`config.mk`:
```
export PLATFORM = sky130hd
export DESIGN_NAME = key_debounce
export DESIGN_NICKNAME = d
export VERILOG_FILES = /design/src/rtl/key_debounce.sv
export SDC_FILE = /design/constraint.sdc
export NUM_CORES = 1
export LEC_CHECK = 0
export ABC_AREA = 1
export CORE_ASPECT_RATIO = 1.2
export CORE_MARGIN = 2
export CORE_UTILIZATION = 40
export DETAILED_ROUTE_END_ITERATION = 10
export GPL_TIMING_DRIVEN = 0
export HOLD_SLACK_MARGIN = 0.15
export PLACE_DENSITY = 0.64
export SYNTH_ARGS = -nofsm -noshare
export SYNTH_HDL_FRONTEND = slang
export SYNTH_SLANG_ARGS = --single-unit
```
`constraint.sdc`:
```
create_clock -name clk -period 3.76 [get_ports clk]
set_clock_uncertainty 0.05 [all_clocks]
set_input_delay 0.94 -clock clk [delete_from_list [all_inputs] [get_ports clk]]
set_output_delay 0.94 -clock clk [all_outputs]
set_load 0.02 [all_outputs]
```
`src/rtl/key_debounce.sv`:
```
// key_debounce: synchroniser and per-key debouncer for three active-low buttons.
// Define KEY_REPEAT_EN to add auto-repeat pulses while a key stays held.
module key_debounce #(
    parameter int unsigned DEBOUNCE_CNT  = 20,
    parameter int unsigned CNT_W         = 30,
    parameter int unsigned REPEAT_DELAY  = 1000,
    parameter int unsigned REPEAT_PERIOD = 200
) (
    input  logic       clk,
    input  logic       reset_n,
    input  logic [2:0] key_n,
    output logic [2:0] key_status,
    output logic [2:0] key_level
);

    typedef enum logic [1:0] {
        IDLE,
        PRESS_WAIT,
        PRESSED,
        RELEASE_WAIT
    } state_t;

    localparam logic [CNT_W-1:0] CNT_LAST = CNT_W'(DEBOUNCE_CNT - 1);
    localparam logic [CNT_W-1:0] CNT_ONE  = CNT_W'(1);

`ifdef KEY_REPEAT_EN
    localparam logic [CNT_W-1:0] RPT_FIRST = CNT_W'(REPEAT_DELAY);
    localparam logic [CNT_W-1:0] RPT_NEXT  =
        CNT_W'(REPEAT_DELAY + REPEAT_PERIOD);
`else
    // Repeat timing is accepted for interface compatibility only.
    if (REPEAT_DELAY == 0 && REPEAT_PERIOD == 0) begin : g_repeat_off
    end
`endif

    logic [2:0] sync1_q;
    logic [2:0] sync2_q;
    logic [2:0] p;
    logic [2:0] pulse_d;
    logic [2:0] level_d;

    always_ff @(posedge clk or negedge reset_n) begin
        if (!reset_n) begin
            sync1_q <= 3'b111;
            sync2_q <= 3'b111;
        end else begin
            sync1_q <= key_n;
            sync2_q <= sync1_q;
        end
    end

    assign p = ~sync2_q;

    for (genvar i = 0; i < 3; i++) begin : g_key
        state_t           state_q;
        state_t           state_d;
        logic [CNT_W-1:0] cnt_q;
        logic [CNT_W-1:0] cnt_d;
        logic             press;

        always_ff @(posedge clk or negedge reset_n) begin
            if (!reset_n) begin
                state_q <= IDLE;
                cnt_q   <= '0;
            end else begin
                state_q <= state_d;
                cnt_q   <= cnt_d;
            end
        end

        always_comb begin
            state_d = state_q;
            cnt_d   = cnt_q;
            press   = 1'b0;
            unique case (state_q)
                IDLE: begin
                    if (p[i]) begin
                        state_d = PRESS_WAIT;
                        cnt_d   = '0;
                    end
                end
                PRESS_WAIT: begin
                    if (!p[i]) begin
                        state_d = IDLE;
                        cnt_d   = '0;
                    end else if (cnt_q == CNT_LAST) begin
                        state_d = PRESSED;
                        cnt_d   = '0;
                        press   = 1'b1;
                    end else begin
                        cnt_d = cnt_q + CNT_ONE;
                    end
                end
                PRESSED: begin
                    if (!p[i]) begin
                        state_d = RELEASE_WAIT;
                        cnt_d   = '0;
                    end
                end
                RELEASE_WAIT: begin
                    if (p[i]) begin
                        state_d = PRESSED;
                        cnt_d   = '0;
                    end else if (cnt_q == CNT_LAST) begin
                        state_d = IDLE;
                        cnt_d   = '0;
                    end else begin
                        cnt_d = cnt_q + CNT_ONE;
                    end
                end
            endcase
        end

        assign level_d[i] = (state_d == PRESSED) ||
                            (state_d == RELEASE_WAIT);

`ifdef KEY_REPEAT_EN
        logic [CNT_W-1:0] rpt_q;
        logic [CNT_W-1:0] rpt_d;
        logic             rpt_pulse;

        always_ff @(posedge clk or negedge reset_n) begin
            if (!reset_n) begin
                rpt_q <= '0;
            end else begin
                rpt_q <= rpt_d;
            end
        end

        // After the first repeat the counter folds back to RPT_FIRST,
        // so it stays bounded however long the key is held.
        always_comb begin
            rpt_d     = rpt_q;
            rpt_pulse = 1'b0;
            if (state_q == PRESSED && state_d == PRESSED) begin
                rpt_d = rpt_q + CNT_ONE;
                if (rpt_d == RPT_FIRST) begin
                    rpt_pulse = 1'b1;
                end else if (rpt_d == RPT_NEXT) begin
                    rpt_pulse = 1'b1;
                    rpt_d     = RPT_FIRST;
                end
            end else if (state_d != RELEASE_WAIT) begin
                rpt_d = '0;
            end
        end

        assign pulse_d[i] = press | rpt_pulse;
`else
        assign pulse_d[i] = press;
`endif
    end

    always_ff @(posedge clk or negedge reset_n) begin
        if (!reset_n) begin
            key_status <= 3'b000;
            key_level  <= 3'b000;
        end else begin
            key_status <= pulse_d;
            key_level  <= level_d;
        end
    end

endmodule
```
==> metrics <==
status=completed; share of cells above drive strength 1=0.112; Period minus WS final=between 2000 and 2500 ps; main area contributors after synthesis=dfrtp_1, nand2_1, nor2_1; clk slew on worst S/H paths=roughly 70 ps; critical path arrival=1470 ps; fillcell total=1614; Leakage Power=approximately 3 nW; Final ANT Viol Nets=0; Worst Min Path Start=sync1_q[0]; Sink Count=around 110; deepest clock path buffer count=2; initial antenna violation count=0; full die area=17100 um^2; Routed WL=~14000 um; final layout net count=between 900 and 1000; CP Class=register to output port; global placement routability congestion=about 0.86; Initial DRC Count=just under 200; Max-Slew Margin vs Limit=0.578; Fmax achieved=between 400 and 500 MHz; ys flop type=dfrtp_1; Resize count post-CTS=0; H-tree depth=3; Vias/cell=between 4 and 5; Hold Crit Depth=0; largest net degree at the start of global routing=62; Peak supply drop=around 0.00019 V; first-pass GRT wire length=24500 um; element type at the critical path end=output port; synth warn=0; post-layout util=0.453; crit-path max FO=5; DP Area=about 7000 um^2; CTS tree=yes; fin area=slightly above 7000 um^2; number of flops mapped to enable cells by yosys=0; Multi-input gate area=3380 um^2; root buffer cell=clkbuf_16; Top Family by Delay on Critical Path=buffers and inverters; Synth top cells by count=nand2_1, nor2_1, dfrtp_1, nand3_1, inv_1; crit-path cells=buf_4, clkdlybuf4s50_1; fin crit share=0.655; Reg2Reg Capture Point=g_key[2].cnt_q[19]; RR Startpoint=sync2_q[2]; count leader, synth=nand2_1; CP required=between 2000 and 3000 ps; CP Buf/Inv Count=2; syn_nets=893; Critical Path Max Stage Delay=around 590 ps; Final Hold Vio Count=0; Synth top area share=0.388; RSZ-0062 raised after global routing=false; Rows=50; DPL Wire Length=10200 um; Hold/Removal Path Class=register to register; CP Launch Type=register; synth unique cells=38; Post-Syn Area=approximately 6400 um^2; Seq cells post-synth=about 110; fraction of registers with async set/reset=1.00; Avg Cell Area, Syn=between 7 and 8 um^2; worst r2r path cells=6; cells after synthesis=885; die height=around 140 um; DRC=0; detail-routed net length per standard cell=around 12 um; MaxCap Viol Count=0; core footprint=15700 um^2; Synth-to-Final Area Change=10.3%; WHS Endpoint=sync2_q[0]; vias=about 5500; gr usage total=0.178; # setup viols final=0; Starting Density=0.410; io pins=11; I/O Buffers=10; post-CTS setup buffers=0; Hold Buf Count CTS=0; Seq/Total Area, Yosys=0.413; Clock Latency Late Sink=roughly 350 ps; Slowest-stage cell, CP=clkdlybuf4s50_1; post-synth top area cell=dfrtp_1; drt first pass iters=5; DIE WIDTH=120 um; PD cells=about 310 nW/um^2; gr ovfl total=0; total CTS buffers=9; Final Max Tran Viols=0; number of global-route vias before repair=about 5000; flop2flop setup slack=1940 ps; antenna diode count=0; Worst-Margin Slew=633 ps; sequential cell area=2660 um^2
## kinds of logic (layout without fill, tap and decap cells)
| family | after synthesis | count (layout) | share of synthesized area |
|---|---|---|---|
| fa+ha+maj | 3 | 3 | 0.00583 |
| buf+inv | 88 | 115 | 0.0621 |
| flops | 106 | 106 | 0.413 |
| simple gates | 540 | 540 | 0.366 |
| xor+xnor | 41 | 41 | 0.0557 |
| compound gates | 107 | 107 | 0.0973 |
## state kept, by name, indices dropped and copies added (netlist names)
register,flops
g_key.cnt_q,90
g_key.state_q,5
key_level,2
key_status,3
sync1_q,3
sync2_q,3
## worst max path at each step
| stage | start | end | slack [ps] | depth (start not counted) |
|---|---|---|---|---|
| after floorplan | key_level[0] | key_level[0] | 2220 | 1 |
| after global placement | reset_n | g_key[0].cnt_q[28] | -2550 | 1 |
| after detailed placement | g_key[1].state_q[1] | key_level[1] | 1670 | 2 |
| after CTS | g_key[1].state_q[1] | key_level[1] | 1280 | 2 |
| after global routing | key_level[0] | key_level[0] | 1230 | 2 |
| final | key_level[0] | key_level[0] | 1300 | 2 |
## power breakdown
part	switching (mW)	total, mW	internal, mW	leakage (nW)
Sequential	0.00989	1.16	1.15	1.45
Combinational	0.0744	0.103	0.0284	1.44
Clock	0.460	0.917	0.458	0.126
## per-stage QoR
| step | hold WS (ps) | TNS (ps) | power [mW] | setup WS, ps | cells |
|---|---|---|---|---|---|
| 2_1_floorplan | 295 | 0 | 1.24 | 2220 | 885 |
| 3_3_place_gp | 297 | -260960 | 1.29 | -2550 | 1103 |
| 3_5_place_dp | 300 | 0 | 1.29 | 1670 | 1104 |
| 4_1_cts | 312 | 0 | 2.21 | 1280 | 1120 |
| 5_1_grt | 314 | 0 | 2.27 | 1230 | 1120 |
| 6_report | 310 | 0 | 2.18 | 1300 | 1120 |
## cells in the final DEF (no fill, tap or decap), drive strengths merged, types with 9 or more instances in the layout
| cell | synthesis | layout |
|---|---|---|
| inv | 70 | 73 |
| clkbuf | 2 | 12 |
| o21ai | 57 | 57 |
| a21oi | 35 | 35 |
| nand3 | 72 | 72 |
| clkdlybuf4s50 | 0 | 9 |
| nor2 | 150 | 150 |
| o21bai | 9 | 9 |
| xnor2 | 13 | 13 |
| dfrtp | 100 | 100 |
| nand4 | 13 | 13 |
| xor2 | 28 | 28 |
| buf | 15 | 17 |
| nand2 | 293 | 293 |
## per-layer routing
metal / vias up / share of wire / GRT usage
li1: 2867 / - / -
met1: 2516 / 0.47 / 0.229
met2: 67 / 0.49 / 0.306
met3: 17 / 0.025 / 0.0220
met4: 0 / 0.018 / 0.0656
met5: - / 0 / 0
## cell type report
cell class	instances	area share
Sequential cell	106	0.374
Multi-Input combinational cell	691	0.476
Inverter	71	0.0379
Tap cell	208	0.0366
Timing Repair Buffer	11	0.0176
Clock buffer	10	0.0322
Clock inverter	6	0.00687
Buffer	17	0.0185
Note: power is estimated with default switching activity, not from simulation.
